<file path="config.mk">
export PLATFORM = sky130hd
export DESIGN_NAME = ddr_init_seq
export DESIGN_NICKNAME = d
export VERILOG_FILES = /design/src/rtl/ddr_pkg.sv /design/src/rtl/ddr_init_seq.sv
export SDC_FILE = /design/constraint.sdc
export NUM_CORES = 1
export LEC_CHECK = 0
export CAP_MARGIN = 10
export CORE_ASPECT_RATIO = 1.1
export CORE_MARGIN = 4
export CORE_UTILIZATION = 54
export DETAILED_ROUTE_END_ITERATION = 8
export PLACE_DENSITY_LB_ADDON = 0.05
export SYNTH_ARGS = -nofsm -noshare
export SYNTH_HDL_FRONTEND = slang
export SYNTH_SLANG_ARGS = --single-unit
</file>
<file path="constraint.sdc">
create_clock -name clk -period 2.1 [get_ports clk]
set_clock_uncertainty 0.1 [all_clocks]
set_input_delay 0.21 -clock clk [delete_from_list [all_inputs] [get_ports clk]]
set_output_delay 0.21 -clock clk [all_outputs]
set_load 0.02 [all_outputs]
</file>
<file path="src/rtl/ddr_pkg.sv">
// Shared DDR definitions: command encodings, bank codes and init FSM states.
// Also used by the DDR controller for its own command bus.
package ddr_pkg;

  localparam int CNT_W = 16;

  localparam logic [3:0] CMD_NOP = 4'b0111;
  localparam logic [3:0] CMD_PRE = 4'b0010;
  localparam logic [3:0] CMD_REF = 4'b0001;
  localparam logic [3:0] CMD_MRS = 4'b0000;

  localparam logic [1:0] BA_MRS  = 2'b00;
  localparam logic [1:0] BA_EMRS = 2'b01;

  localparam int A10 = 10;

  typedef enum logic [3:0] {
    S_PWRUP,
    S_CKE_NOP,
    S_PRE1,
    S_EMRS,
    S_MRS_DLLRST,
    S_PRE2,
    S_REF1,
    S_REF2,
    S_MRS,
    S_DONE
  } state_t;

  // Counter preload: a zero wait still costs one cycle.
  function automatic logic [CNT_W-1:0] wait_ld(input int unsigned p);
    return (p < 2) ? '0 : CNT_W'(p - 1);
  endfunction

endpackage

</file>
<file path="src/rtl/ddr_init_seq.sv">
// JEDEC DDR SDRAM power-up/init command sequencer, clk133_p domain.
// Define DDR_INIT_REINIT_EN to add reinitReq (rerun the sequence from DONE).
module ddr_init_seq
  import ddr_pkg::*;
#(
  parameter int unsigned T_PWRUP      = 26600,
  parameter int unsigned T_NOP        = 54,
  parameter int unsigned T_RP         = 3,
  parameter int unsigned T_MRD        = 2,
  parameter int unsigned T_RFC        = 10,
  parameter int unsigned T_DLL        = 200,
  parameter logic [12:0] MODE_REG     = 13'h0021,
  parameter logic [12:0] EXT_MODE_REG = 13'h0000
) (
  input  logic        clk,
  input  logic        rstN,
`ifdef DDR_INIT_REINIT_EN
  input  logic        reinitReq,
`endif
  output logic        cke,
  output logic        csN,
  output logic        rasN,
  output logic        casN,
  output logic        weN,
  output logic [1:0]  ba,
  output logic [12:0] addr,
  output logic        initDone
);

  localparam logic [12:0] DLL_RST = 13'h0100;

  state_t           r_state, w_state;
  logic [CNT_W-1:0] r_cnt, w_cnt;
  logic             r_cke, w_cke;
  logic [3:0]       r_cmd, w_cmd;
  logic [1:0]       r_ba, w_ba;
  logic [12:0]      r_addr, w_addr;
  logic             r_done, w_done;
  logic             w_exp;

  assign w_exp = (r_cnt == '0);

  // Outputs are computed for the state being entered, then registered.
  always_comb begin
    w_state = r_state;
    w_cnt   = w_exp ? '0 : r_cnt - 1'b1;
    w_cke   = r_cke;
    w_cmd   = CMD_NOP;
    w_ba    = '0;
    w_addr  = '0;
    w_done  = r_done;
    unique case (r_state)
      S_PWRUP: if (w_exp) begin
        w_state = S_CKE_NOP;
        w_cnt   = wait_ld(T_NOP);
        w_cke   = 1'b1;
      end
      S_CKE_NOP: if (w_exp) begin
        w_state     = S_PRE1;
        w_cnt       = wait_ld(T_RP);
        w_cmd       = CMD_PRE;
        w_addr[A10] = 1'b1;
      end
      S_PRE1: if (w_exp) begin
        w_state = S_EMRS;
        w_cnt   = wait_ld(T_MRD);
        w_cmd   = CMD_MRS;
        w_ba    = BA_EMRS;
        w_addr  = EXT_MODE_REG;
      end
      S_EMRS: if (w_exp) begin
        w_state = S_MRS_DLLRST;
        w_cnt   = wait_ld(T_MRD);
        w_cmd   = CMD_MRS;
        w_ba    = BA_MRS;
        w_addr  = MODE_REG | DLL_RST;
      end
      S_MRS_DLLRST: if (w_exp) begin
        w_state     = S_PRE2;
        w_cnt       = wait_ld(T_RP);
        w_cmd       = CMD_PRE;
        w_addr[A10] = 1'b1;
      end
      S_PRE2: if (w_exp) begin
        w_state = S_REF1;
        w_cnt   = wait_ld(T_RFC);
        w_cmd   = CMD_REF;
      end
      S_REF1: if (w_exp) begin
        w_state = S_REF2;
        w_cnt   = wait_ld(T_RFC);
        w_cmd   = CMD_REF;
      end
      S_REF2: if (w_exp) begin
        w_state = S_MRS;
        w_cnt   = wait_ld(T_DLL);
        w_cmd   = CMD_MRS;
        w_ba    = BA_MRS;
        w_addr  = MODE_REG;
      end
      S_MRS: if (w_exp) begin
        w_state = S_DONE;
        w_done  = 1'b1;
      end
      S_DONE: begin
`ifdef DDR_INIT_REINIT_EN
        if (reinitReq) begin
          w_state = S_PWRUP;
          w_cnt   = wait_ld(T_PWRUP);
          w_cke   = 1'b0;
          w_done  = 1'b0;
        end
`endif
      end
      default: begin
        w_state = S_PWRUP;
        w_cnt   = wait_ld(T_PWRUP);
        w_cke   = 1'b0;
        w_done  = 1'b0;
      end
    endcase
  end

  always_ff @(posedge clk or negedge rstN) begin
    if (!rstN) begin
      r_state <= S_PWRUP;
      r_cnt   <= wait_ld(T_PWRUP);
      r_cke   <= 1'b0;
      r_cmd   <= CMD_NOP;
      r_ba    <= '0;
      r_addr  <= '0;
      r_done  <= 1'b0;
    end else begin
      r_state <= w_state;
      r_cnt   <= w_cnt;
      r_cke   <= w_cke;
      r_cmd   <= w_cmd;
      r_ba    <= w_ba;
      r_addr  <= w_addr;
      r_done  <= w_done;
    end
  end

  assign cke                    = r_cke;
  assign {csN, rasN, casN, weN} = r_cmd;
  assign ba                     = r_ba;
  assign addr                   = r_addr;
  assign initDone               = r_done;

endmodule

</file>
After elaboration in Yosys (flattened, before gate mapping)

Cells that the tools add are included.

Register bits: 41
Input bits: 2
Output and inout bits: 21
Word-level logic and storage cells: 73

Add/sub/neg operators: 1
Eq/ne operators: 18
Mux-type cells: 32
Bitwise gates (word level): 3
Reductions and logical operators: 12

Operators with widths:

| kind                                                                   | count |
|---|---|
| 16-bit two-way mux                                                     | 6 |
| 16-bit one-hot mux with 6 select lines                                 | 1 |
| 4-bit one-hot mux with 10 select lines                                 | 1 |
| 4-bit two-way mux                                                      | 9 |
| 10-bit one-hot mux with 2 select lines                                 | 1 |
| 2-bit != test (second input constant)                                  | 9 |
| 9-bit OR reduction                                                     | 2 |
| 4-bit by 3-bit equality test with 1-bit output (second input constant) | 4 |
| 16-bit logical NOT                                                     | 1 |
| 16-bit by 1-bit subtractor with 16-bit output (second input constant)  | 1 |
| 10-bit AND reduction                                                   | 1 |
| 3-bit two-way mux                                                      | 3 |
| 9-bit two-way mux                                                      | 1 |
| 3-bit one-hot mux with 3 select lines                                  | 1 |
| 4-bit by 2-bit equality test with 1-bit output (second input constant) | 2 |
| 4-bit equality test (second input constant)                            | 2 |
| 2-bit OR reduction                                                     | 4 |
| 6-bit two-way mux                                                      | 1 |
| 4-bit by 1-bit equality test with 1-bit output (second input constant) | 1 |
| 4-bit logical NOT                                                      | 1 |
| 1-bit two-way mux                                                      | 4 |
| 1-bit one-hot mux with 2 select lines                                  | 2 |
| 2-bit one-hot mux with 2 select lines                                  | 1 |
| 2-bit AND reduction                                                    | 2 |
| 3 further kinds                                                        | 5 |

Logic depth before layout (Yosys ltp)

Gate-level depths: netlist (run 1).

Word-level depth: 4
Mapped depth: 7
Mapped depth without buffers: 6

Worst setup path before layout (run 1)

Ideal clock, no wire load.

Path kind: reg2reg
Start point: register r_cnt[0]
End point: register r_cnt[3]
Library setup time: 0.095 ns
Arrival time: 1.544 ns
Data required time: 1.905 ns
Slack: 0.361 ns
Cell stages (with the launch flop): 8
Buffers on the path: 1
Period minus slack after synthesis: 1.739 ns
Cells stage by stage: dfstp_2 > inv_1 > ha_1 > nor4b_2 > nand4_2 > clkbuf_1 > o211ai_1 > o31ai_1

Cells in the longest elaborated chain, start to end: 4
Elaborated cells between the ends (all ways): 9
Those cells by class: 1 x add/sub; 7 x mux; 1 x reduce/logical

RTL lines:

| element                                                                             | RTL line                               | text |
|---|---|---|
| start: declaration                                                                  | ddr_init_seq.sv:33                     | `logic [CNT_W-1:0] r_cnt, w_cnt;` |
| start signal: assignment                                                            | ddr_init_seq.sv:127                    | `r_cnt <= wait_ld(T_PWRUP);` |
| start signal: assignment                                                            | ddr_init_seq.sv:135                    | `r_cnt <= w_cnt;` |
| 16-bit by 1-bit subtractor with 16-bit output or 16-bit logical NOT (tied branches) | ddr_init_seq.sv:46, ddr_init_seq.sv:41 |  |
| 16-bit two-way mux                                                                  | ddr_init_seq.sv:46                     | `w_cnt = w_exp ? '0 : r_cnt - 1'b1;` |
| 16-bit two-way mux, on equally long branches                                        | -                                      |  |
| 16-bit one-hot mux with 6 select lines *                                            | ddr_init_seq.sv:52                     | `unique case (r_state)` |
| net w_cnt[3]                                                                        | ddr_init_seq.sv:33                     |  |

Mark *: on every way through the listed nets, which the timed path passes. The rest lies on a longest branch.
A chain may end at the register's enable or synchronous reset.

Final worst setup path (run 1)

Start point: register r_cnt[0]
End point: register r_state[2]

Cells in the longest elaborated chain, start to end: 3
Elaborated cells between the ends (all ways): 11
Those cells by class: 9 x eq/ne; 2 x reduce/logical

RTL lines:

| element                          | RTL line            | text |
|---|---|---|
| 16-bit logical NOT *             | ddr_init_seq.sv:41  | `assign w_exp = (r_cnt == '0);` |
| 2-bit != test (no line)          | -                   |  |
| 10-bit AND reduction (no line) * | -                   |  |
| end signal: assignment           | ddr_init_seq.sv:134 | `r_state <= w_state;` |
| end: declaration                 | ddr_init_seq.sv:32  | `state_t r_state, w_state;` |

Mark *: on every way between the ends. The rest lies on a longest branch, timed or not.

==> results_dict.tcl, run 1 <==
set metrics [dict create \
    start_util_pct 57.8 \
    worst-path-stages 7 \
    ys_seq_area_share_pct 45.1 \
    fin_tns_setup_ps 0 \
    rr_endpoint "r_state[2]" \
    yosys.area_share.adder_pct 1.52 \
    endpoint "r_state[2]" \
    cts.path.max_buffers 2 \
    p_leak_nw 0.783 \
    core_area_um2 2850 \
    drv_slew 0 \
    io_buffers 11 \
    track_usage_pct 19.8 \
    critical_path_class "reg2reg" \
    synthXorXnorAreaFrac_pct 6.38 \
    synth_warnings 0 \
    area_delta_synth_final_pct 13.0 \
    drtIter0Drc 53 \
    power_switching_mw 0.225 \
    drt_wl_total_um 3480 \
    worstRegToRegCells 7 \
    cts-root-buf "clkbuf_4" \
    slowest_delay_ps 400 \
    layout-drive-gt1-share_pct 22.5 \
    cp-startpoint "r_cnt[0]" \
    pwr-share-comb_pct 3.0 \
    ys_top_cells_by_area "dfrtp_1, dfstp_2, buf_4" \
    seq_power_share_pct 52.2 \
    hold_viol 0 \
    regToRegStartpoint "r_cnt[0]" \
    critPathArrivalTime_ps 2060 \
    diodes 0 \
    maxCapViolCount 0 \
    syn_inst 167 \
    finalWeightedCongestion 0.814 \
    htree_levels 2 \
    die_h_um 65.9 \
    cts.clk_slew.worst_paths_ps 100 \
    crit_path_cell_trace "inv_1 -> ha_1 -> nor4b_4 -> nand4_2 -> buf_4 -> nor4_2 -> o21bai_1" \
    end_kind "flip-flop" \
    dp.final_hpwl_um 2450 \
    worst_pin_slew_ps 536 \
    worstHoldPathType "in2async" \
    fin_total_pwr_mw 1.07 \
    clock.fmax_mhz 525 \
    die_area_um2 4000 \
    fp.dieW_um 60.7 \
    rows 20 \
    synth_edf_count 0 \
    pwr-share-clk_pct 44.8 \
    cts_tree "done" \
    r2r_slack_ps 200 \
    antenna_found_initial 0 \
    grt_pass1_vias 1203 \
    synth_top_family_by_area "simple AND/OR/NAND/NOR gates" \
    status "finished clean" \
    yosys.cell_types.count 48 \
    cp_num_buf_inv 2 \
    power.internal_mw 0.847 \
    grt_start_max_net_pins 30 \
    clock-sinks 29 \
    setup_viol 0 \
    yosys-top-cells-count "dfrtp_1, dfstp_2, buf_4" \
    power.density_nw_per_um2 576 \
    drc 0 \
    via_per_inst 5.71 \
    cts_inserted_buffers 5 \
    rsz0062_at_grt "no" \
    synth_top_area_share_pct 22.8 \
    synth_mux_area_share_pct 0.607 \
    ant_nets 0 \
    wl_per_cell_um 16.2 \
    period_share_pct 90.6 \
    cp_top_family "simple AND/OR/NAND/NOR gates" \
    synth-simple-area-share_pct 26.4 \
    yosys_register_bits 29 \
    synthesis.area_um2 1650 \
    relSlewSlack_pct 64.2 \
    synth_compound_area_share_pct 11.2 \
    synth-async-reset-ratio_pct 100 \
    synth_ff_type "dfrtp_1" \
    start_kind "flip-flop" \
    final_nets 185 \
    grt_pass1_wl_um 5800 \
    synthMostInstantiatedCell "dfrtp_1" \
    dr.pass1.iters 4 \
    clock_latency_ps 330 \
    synth.largest_area_cell "dfrtp_1" \
    fin_crit_ps 1900 \
    crit_slowest_cell "dfstp_2" \
    vdd.ir_drop.worst_v 0.000627 \
    io_pins 23 \
    swShare_pct 21.0 \
    cp.required_ps 2260 \
    syn_avg_cell_area_um2 9.87 \
    hold_ws_ps 144 \
    cp_max_fo 5 \
    num_vias 1227 \
    grt_overflow 0 \
]
[through the flow]
step	instance area [um^2]	worst slack (ps)	std cells	utilization, %
2_1_floorplan	1690	361	177	-
3_3_place_gp	1760	168	206	61.6
3_5_place_dp	1760	57.2	206	61.6
4_1_cts	1840	29.2	214	64.6
5_1_grt	1860	51.5	215	65.3
6_report	1860	197	215	65.3
[registers in the layout, summed over array words and instances, names as in the netlist]
register,count
addr,3
cke,1
initDone,1
r_cnt,16
r_cmd,3
r_state,4
ba,1
[worst min path at each step]
stage / slack [ps] / to / cells past startpoint / startpoint
after floorplan: -190 / addr[10] / 0 / rstN
final: 140 / r_cnt[12] / 2 / rstN
after global placement: 360 / cke / 2 / cke
after global routing: 160 / r_cnt[12] / 2 / rstN
after detailed placement: 370 / cke / 2 / cke
after CTS: 160 / r_cnt[12] / 2 / rstN
[metal layers]
layer | part of all wire, % | track usage (%) | wire, um | vias up
li1 | - | - | - | 601
met1 | 43 | 24.1 | 1480 | 595
met2 | 52 | 32.4 | 1810 | 21
met3 | 3.1 | 4.88 | 107 | 10
met4 | 2.1 | 9.21 | 74 | 0
met5 | 0 | 0 | 0 | -
[area by class of cell]
cell class	count	area [um^2]
fill	227	991
multi-input combinational	123	815
sequential	29	743
timing repair buffer	18	163
clock buffer	7	55.1
tap	33	41.3
clock inverter	1	30.0
inverter	4	15.0
[cells in the final DEF, fill, tap and decap left out, types with 2 or more instances in the layout]
cell type and n:
dfrtp_1 15, dfstp_2 14, nor2_1 11, nand2_1 11, conb_1 11, clkdlybuf4s50_1 11, nor3_1 9, xnor2_1 8
nand3_1 7, o21ai_1 7, buf_4 7, a21oi_1 6, or3_1 5, clkbuf_4 5, inv_1 4, xor2_1 4
nor4_2 3, a31oi_1 3, nor4_4 2, nand2b_1 2, nor2b_1 2, nor4_1 2, o21ai_0 2, o31ai_1 2
or4_1 2, ha_1 2
[power by group through the flow]
stage                     logic, mW  registers [mW]  clock network (mW)
after floorplan              0.0327           0.569                   0
after global placement       0.0308           0.569                   0
after CTS                    0.0317           0.560               0.493
after detailed placement     0.0317           0.569                   0
after global routing         0.0350           0.560               0.526
final                        0.0317           0.560               0.481
[kinds of logic after synthesis]
group | Yosys count
adders and majority gates | 2
DFF | 29
AOI/OAI and AO/OA | 29
and+or+nand+nor | 68
buffers and inverters | 25
muxes | 1
other | 1
xor gates and xnor gates | 12
[what timing repair did]
item	in CTS	in global routing
hold buffers	0	0
endpoints found under the setup margin	0	14
resized for setup	0	2
setup buffers	0	1
No activity file was read; power rests on OpenSTA's default activity.
==> run 2: changes to the inputs <==
--- a/config.mk
+++ b/config.mk
@@ -9,7 +9,9 @@
 export CORE_ASPECT_RATIO = 1.1
 export CORE_MARGIN = 4
 export CORE_UTILIZATION = 54
+export CTS_CLUSTER_SIZE = 30
 export DETAILED_ROUTE_END_ITERATION = 8
+export GPL_TIMING_DRIVEN = 0
 export PLACE_DENSITY_LB_ADDON = 0.05
 export SYNTH_ARGS = -nofsm -noshare
 export SYNTH_HDL_FRONTEND = slang
==> run 2 against run 1 <==
- first-iteration DRC count is 13% higher
- clock-buffer cell count shrank 1
- critical path depth unchanged
- final area up 4.0%
- global-route usage fell by 0.18 points
- routed wire length down 2.4%
- largest cell class unchanged
==> results_dict.tcl, run 2 (synthesis gave the netlist of run 1 again) <==
set metrics [dict create \
    cts_hold_buffers 0 \
    vdd.ir_drop.worst_v 0.000421 \
    io_pins 23 \
    cp_max_fo 10 \
    top_register "r_cnt" \
    status "finished clean" \
    layout-drive-gt1-share_pct 24.9 \
    period_share_pct 94.4 \
    pwr-share-comb_pct 5.6 \
    start_util_pct 57.8 \
    die_area_um2 4000 \
    fp.dieW_um 60.7 \
    clock_latency_ps 340 \
    crit_path_cell_trace "inv_1 -> ha_1 -> nor4b_4 -> nand4_2 -> clkbuf_1 -> o211ai_1 -> o31ai_1" \
    drv_slew 0 \
    final_nets 200 \
    via_per_inst 5.59 \
    dp.final_hpwl_um 2520 \
    drt_wl_total_um 3400 \
    cts_tree "done" \
    cts.path.max_buffers 2 \
    cp_num_buf_inv 2 \
    gr-usage-met1_pct 24.5 \
    hold_viol 0 \
    swShare_pct 24.3 \
    worstHoldPathType "in2async" \
    relSlewSlack_pct 52.1 \
    post-place-cells 222 \
    most-common-layout-cells "dfrtp_1, dfstp_2, buf_4" \
    maxCapViolCount 0 \
    cts_resized 0 \
    area_delta_synth_final_pct 17.5 \
    setup_viol 0 \
    largest_reg_flops 16 \
    power.density_nw_per_um2 482 \
    grt_pass1_wl_um 5820 \
    seq_power_share_pct 59.9 \
    num_vias 1286 \
    clock-sinks 29 \
    core_area_um2 2850 \
    cp_top_family "flip-flops" \
    critical_path_class "reg2reg" \
    htree_levels 2 \
    grt_start_max_net_pins 17 \
    finalWeightedCongestion 0.854 \
    ant_nets 0 \
    diodes 0 \
    reg_top3 "r_cnt: 16 flops, r_state: 4 flops" \
    postCtsSetupBuffers 0 \
    cts.clk_slew.worst_paths_ps 100 \
    pwr-share-clk_pct 34.5 \
    rows 20 \
    cp.required_ps 2250 \
    die_h_um 65.9 \
    worst_pin_slew_ps 716 \
    power.internal_mw 0.707 \
    grt_overflow 0 \
    power_switching_mw 0.226 \
    fin_tns_setup_ps 0 \
    grt_busiest_layer "met2" \
    slowest_delay_ps 600 \
    start_kind "flip-flop" \
    finalNonFillerCells 230 \
    use_met3_pct 5.47 \
    io_buffers 11 \
    grt_pass1_vias 1313 \
    crit_slowest_cell "dfstp_2" \
    cts-root-buf "clkbuf_4" \
    fin_crit_ps 1980 \
    p_leak_nw 0.861 \
    antenna_found_initial 0 \
    final_common_cell "dfrtp_1" \
    wl_per_cell_um 14.8 \
    rsz0062_at_grt "no" \
    clock.fmax_mhz 504 \
    grtUsageMet2_pct 31.3 \
    end_kind "flip-flop" \
    dr.pass1.iters 4 \
    drtIter0Drc 60 \
    critPathArrivalTime_ps 2130 \
    cts_inserted_buffers 5 \
    drc 0 \
    track_usage_pct 19.6 \
]
[run 2: changes by cell type in the layout (fill, tap and decap cells not counted), sizes merged]
cell,before,now
clkbuf,7,12
buf,7,16
bufinv,1,0
clkinv,0,2
[run 2: metal layers]
metal  vias up  share of wire [%]
li1        628                  -
met4         0                2.6
met3        11                5.1
met2        32                 50
met5         -                  0
met1       615                 42
[run 2: final timing paths]
path / depth (start not counted) / to / slack [ps] / startpoint
worst max register to register: 7 / r_cnt[3] / 120 / r_cnt[0]
min in group clk: 2 / cke / 400 / cke
max in group asynchronous: 2 / r_cmd[2] / 1080 / rstN
worst min-delay path: 1 / r_cnt[3] / 190 / rstN
worst min register to register: 2 / cke / 400 / cke
worst max-delay path: 7 / r_cnt[3] / 120 / r_cnt[0]
[run 2: worst reg2reg max path: stages (launching register included)]
cell      delay (ps)
dfstp_2          600
inv_1             80
ha_1             210
nor4b_4          140
nand4_2          130
clkbuf_1         390
o211ai_1         160
o31ai_1           90
[run 2: through the flow]
stage | power (mW) | hold slack, ps | utilization, % | worst slack [ps] | area, um^2
6_report | 0.934 | 192 | 67.9 | 117 | 1940
5_1_grt | 0.972 | 219 | 67.9 | 6.21 | 1940
4_1_cts | 0.946 | 206 | 67.1 | 101 | 1920
3_5_place_dp | 0.621 | 375 | 65.4 | 143 | 1860
3_3_place_gp | 0.615 | 364 | 64.4 | 124 | 1840
2_1_floorplan | 0.602 | -186 | - | 361 | 1690
[run 2: power groups by stage]
stage               clock, mW  sequential [mW]  combinational (mW)
finish                  0.322            0.560              0.0521
global route            0.355            0.560              0.0569
CTS                     0.334            0.560              0.0519
detailed placement          0            0.569              0.0519
floorplan                   0            0.569              0.0327
global placement            0            0.569              0.0453
[run 2: area by class of cell]
class | count | area [um^2]
multi-input cells | 123 | 822
clock buffers | 6 | 41.3
fillers | 232 | 917
clock inverters | 2 | 10.0
flip-flops and latches | 29 | 743
repair buffers | 12 | 138
plain buffers | 21 | 125
well taps | 33 | 41.3
inverters | 4 | 15.0
